### config.mk
export PLATFORM = sky130hd
export DESIGN_NAME = updown_mod_counter
export DESIGN_NICKNAME = d
export VERILOG_FILES = /design/src/rtl/updown_mod_counter.sv
export SDC_FILE = /design/constraint.sdc
export NUM_CORES = 1
export LEC_CHECK = 0
export BUFFER_PORTS_ARGS = -buffer_cell sky130_fd_sc_hd__buf_2
export CORE_AREA = 8 8 45 47
export CTS_CLUSTER_DIAMETER = 100
export DETAILED_ROUTE_END_ITERATION = 10
export DIE_AREA = 0 0 53 55
export PLACE_DENSITY_LB_ADDON = 0.12
export SYNTH_ARGS = -nofsm -noshare
export SYNTH_HDL_FRONTEND = slang
export SYNTH_SLANG_ARGS = --single-unit
### constraint.sdc
create_clock -name clock -period 1.81 [get_ports clock]
set_clock_uncertainty 0.1 [all_clocks]
set_input_delay 0.181 -clock clock [delete_from_list [all_inputs] [get_ports clock]]
set_output_delay 0.181 -clock clock [all_outputs]
set_load 0.02 [all_outputs]
### src/rtl/updown_mod_counter.sv
// Up/down modulo counter with wrap or saturate mode and a registered wrap pulse.
// Optional parallel load is compiled in when UPDOWN_LOAD_EN is defined; otherwise
// the load/load_value ports exist but have no effect.
module updown_mod_counter #(
    parameter int unsigned WIDTH   = 3,
    parameter int unsigned MODULUS = 8
) (
    input  logic             clock,
    input  logic             reset_n,
    input  logic             en,
    input  logic             M,
    input  logic             sat,
    input  logic             load,
    input  logic [WIDTH-1:0] load_value,
    output logic [WIDTH-1:0] theOutput,
    output logic             wrap,
    output logic             at_max,
    output logic             at_min
);

    // Top count value, held one bit wider so MODULUS = 2^WIDTH cannot overflow.
    localparam int unsigned     MAX_INT = MODULUS - 1;
    localparam logic [WIDTH:0]  MAX_EXT = MAX_INT[WIDTH:0];

    logic [WIDTH-1:0] r_count;
    logic             r_wrap;

    logic [WIDTH:0]   w_count_ext;
    logic [WIDTH:0]   w_inc_ext;
    logic [WIDTH:0]   w_dec_ext;
    logic             w_is_max;
    logic             w_is_min;
    logic [WIDTH-1:0] w_next;
    logic             w_next_wrap;

`ifdef UPDOWN_LOAD_EN
    logic [WIDTH:0]   w_load_ext;
    logic [WIDTH-1:0] w_load_clamped;

    assign w_load_ext     = {1'b0, load_value};
    assign w_load_clamped = (w_load_ext > MAX_EXT) ? MAX_EXT[WIDTH-1:0]
                                                   : load_value;
`else
    logic w_unused_load;

    assign w_unused_load = load ^ (^load_value);
`endif

    assign w_count_ext = {1'b0, r_count};
    assign w_inc_ext   = w_count_ext + 1'b1;
    assign w_dec_ext   = w_count_ext - 1'b1;
    assign w_is_max    = (w_count_ext == MAX_EXT);
    assign w_is_min    = (r_count == '0);

    // Next count and wrap flag for an enabled step in the sampled direction and mode.
    always_comb begin
        w_next      = r_count;
        w_next_wrap = 1'b0;
        if (M) begin
            if (w_is_max) begin
                if (!sat) begin
                    w_next      = '0;
                    w_next_wrap = 1'b1;
                end
            end else begin
                w_next = w_inc_ext[WIDTH-1:0];
            end
        end else begin
            if (w_is_min) begin
                if (!sat) begin
                    w_next      = MAX_EXT[WIDTH-1:0];
                    w_next_wrap = 1'b1;
                end
            end else begin
                w_next = w_dec_ext[WIDTH-1:0];
            end
        end
    end

    // Count register: reset, then load, then enabled step; wrap is a one-cycle pulse.
    always_ff @(posedge clock) begin
        if (!reset_n) begin
            r_count <= '0;
            r_wrap  <= 1'b0;
`ifdef UPDOWN_LOAD_EN
        end else if (load) begin
            r_count <= w_load_clamped;
            r_wrap  <= 1'b0;
`endif
        end else if (en) begin
            r_count <= w_next;
            r_wrap  <= w_next_wrap;
        end else begin
            r_wrap  <= 1'b0;
        end
    end

    assign theOutput = r_count;
    assign wrap      = r_wrap;
    assign at_max    = w_is_max;
    assign at_min    = w_is_min;

endmodule

==> summary.md <==
| Metric | Value |
|---|---|
| HP Start | `sat` |
| R2R depth | `5` |
| Average size of a mapped cell | `9.110 um2` |
| CP max FO | `5` |
| Overall via count from detail_route | `314` |
| Die height | `55 um` |
| Post-synthesis mux area share | `around 3.4%` |
| Power Internal | `0.2183 mW` |
| Clock share of power | `between 30% and 40%` |
| Worst-margin pin slew | `228.5 ps` |
| Main combinational cell family by area after synthesis | `simple AND/OR/NAND/NOR gates` |
| CTS Buf Count | `3` |
| Clock tree buffer depth | `2` |
| Post-Layout Cell Count | `61` |
| Synth top area cells | `dfxtp_1 27%, ha_1 17%, nor2b_1 4.3%` |
| Psw | `between 0.1 and 0.15 mW` |
| Vias in the first global route | `about 340` |
| Status | `complete, no violations` |
| I/O Buffers | `10` |
| VDD IR max | `roughly 0.0002 V` |
| Detailed Route Iter0 Violations | `8` |
| Root Driver | `clkbuf_4` |
| Simple-gate portion of the synthesized area | `between 20 and 30%` |
| Post-CTS Hold Buffers | `0` |
| Post-CTS Setup Repair Bufs | `0` |
| Gate power share | `33.0%` |
| Synth Area in Compound Gates | `between 10% and 20%` |
| Hold crit path type | `input pin to register` |
| Placed Area | `361.6 um2` |
| Distinct cell type count after synthesis | `20` |
| Synth Cell Area | `around 300 um2` |
| Die width | `about 53 um` |
| Ports | `15` |
| Met3 routed WL | `61 um` |
| Antenna cells | `0` |
| Routed WL | `823 um` |
| Worst Hold Path Cells | `2` |
| Row cnt | `14` |
| Worst setup path class | `register to output pin` |
| Share of the synthesized area in the top cell type | `27.47%` |
| Vias per cell | `around 5.1` |
| Final Hold Slack | `33.77 ps` |
| Fin nets | `60` |
| Reg2Reg Launch Point | `theOutput[0]$_SDFFE_PN0P_` |
| Wire per inst | `roughly 13 um` |
| Async S/R FF share, synth | `0%` |
| Min cycle time layout | `around 1600 ps` |
| Max_cap viols | `0` |
| Reg2Reg Capture Point | `theOutput[2]$_SDFFE_PN0P_` |
| Latest clock arrival within the worst-skew pair | `230 ps` |
| Gpl congestion | `between 0.6 and 0.7` |
| Seq cells post-synth | `4` |
| Die Footprint | `approximately 2900 um2` |
| CTS tree | `built` |
| Layout cell share with drive strength beyond 1 | `between 30 and 40%` |
| PD cells | `~860 nW/um2` |
| XOR/XNOR Fraction of Synth Area | `0%` |
| Switch share | `33.66%` |
| Top cells by count, synth | `4 x dfxtp_1, 4 x ha_1, 3 x inv_1, 3 x nand2_1` |
| Post-cts resize count | `0` |
| Final Util | `between 20% and 30%` |
| Total track usage | `approximately 6.9%` |
| Main synth FF type | `dfxtp_1` |
| Wire length on met1 | `around 330 um` |
| Inst Count DP | `between 50 and 60` |
| Final Hold Fails | `0` |
| Register area share after synthesis | `between 20 and 30%` |
| Clock Pin Slew Worst Setup and Hold Paths | `roughly 40 ps` |
| Fin area | `~380 um2` |
| Slew HR | `~85%` |
| FF-to-FF setup slack | `about 300 ps` |
| 1st-pass router iterations | `4` |
| Initial core utilization | `between 20% and 30%` |
| Setup TNS | `0 ps` |
| Final slew viol count | `0` |
| Leading area contributor after synthesis | `dfxtp_1` |
| Final setup viols | `0` |
| Core area | `between 1000 and 1500 um2` |
| Post-Synth Adder-Cell Area | `~17%` |
| Final period util | `between 80% and 90%` |
| Hold EP | `wrap$_SDFF_PN0_` |
| Grt ovf | `0` |
| Top routing layer in use | `met4` |
| Clk sinks | `4` |
| Fin worst setup slack | `about 240 ps` |
| Worst EP required | `1530 ps` |
| H-tree Lvls | `1` |
| EDFF count, synth | `0` |
| Area growth syn-to-layout | `31.76%` |
| Crit start category | `register` |
| Synth warn | `0` |
| Share of power burned in registers | `about a third` |
| First-pass GRT wire length | `1.359 mm` |
| RSZ-0062 raised after global routing | `false` |
| Total leakage power | `between 0.15 and 0.2 nW` |
| Residual DRC | `0` |
| Maximum clock frequency | `~640 MHz` |
| Place WS | `slightly below 300 ps` |
| Largest net degree at the start of global routing | `9` |
| Synth Net Count | `between 40 and 50` |
| Dpl hpwl | `around 670 um` |
| Worst Setup End Kind | `output pin` |
| Crit path DAT | `about 1300 ps` |
| Antenna violations before repair | `0` |
| Power, Total | `between 0.3 and 0.4 mW` |
| Final ANT Viol Nets | `0` |
| Mapped Cells | `32` |
| Metal2 WL | `385 um` |
[layout by cell type, fill, tap and decap left out, types with 2 or more instances in the layout]
cell / synthesis / routed
ha_1: 4 / 4
nor2b_1: 2 / 2
buf_2: 0 / 10
clkbuf_4: 0 / 3
nand3_1: 2 / 2
dfxtp_1: 4 / 4
inv_1: 3 / 3
nand2_1: 3 / 3
[worst max path at each step]
| stage | to | cells after the start | from | slack, ps |
|---|---|---|---|---|
| CTS | at_min | 4 | theOutput[0]$_SDFFE_PN0P_ | 220 |
| detailed placement | theOutput[2]$_SDFFE_PN0P_ | 5 | theOutput[0]$_SDFFE_PN0P_ | 290 |
| global route | at_min | 4 | theOutput[0]$_SDFFE_PN0P_ | 90 |
| global placement | theOutput[2]$_SDFFE_PN0P_ | 5 | theOutput[0]$_SDFFE_PN0P_ | 310 |
| finish | at_min | 4 | theOutput[0]$_SDFFE_PN0P_ | 240 |
| floorplan | theOutput[0]$_SDFFE_PN0P_ | 5 | theOutput[0]$_SDFFE_PN0P_ | 180 |
[cells by family (layout without fill, tap and decap cells)]
logic type / count (synthesis) / count (layout)
DFF: 4 / 4
muxes: 1 / 1
adders and majority gates: 4 / 4
buffers and inverters: 3 / 16
and+or+nand+nor: 13 / 13
AOI/OAI and AO/OA: 7 / 7
[metal layers]
metal  GRT usage (%)  up-vias
met5               0        -
met4           10.34        0
met3           2.674        4
met2           10.35        9
met1           5.918      151
li1                -      150
[final cells by class]
| class | instances | area (um2) |
|---|---|---|
| Clock buffer | 3 | 22.52 |
| Timing Repair Buffer | 10 | 50.05 |
| Multi-Input combinational cell | 25 | 200.2 |
| Inverter | 3 | 11.26 |
| Tap cell | 16 | 20.02 |
| Fill cell | 153 | 999.7 |
| Sequential cell | 4 | 80.08 |
[worst max-delay path: stages, from the launching register on]
cell and delay (ps):
dfxtp_1 390, inv_1 80, ha_1 250, nor2b_1 160, buf_2 170
[flip-flops by register name (all words and copies together), names as in the netlist]
register / count
theOutput: 3
wrap: 1
[power groups by stage]
stage | clock [mW] | sequential, mW | combinational [mW]
3_5_place_dp | 0 | 0.112 | 0.111
6_report | 0.110 | 0.110 | 0.109
2_1_floorplan | 0 | 0.121 | 0.0611
3_3_place_gp | 0 | 0.111 | 0.106
4_1_cts | 0.116 | 0.110 | 0.111
5_1_grt | 0.126 | 0.113 | 0.122
(Power assumes the default switching activity.)
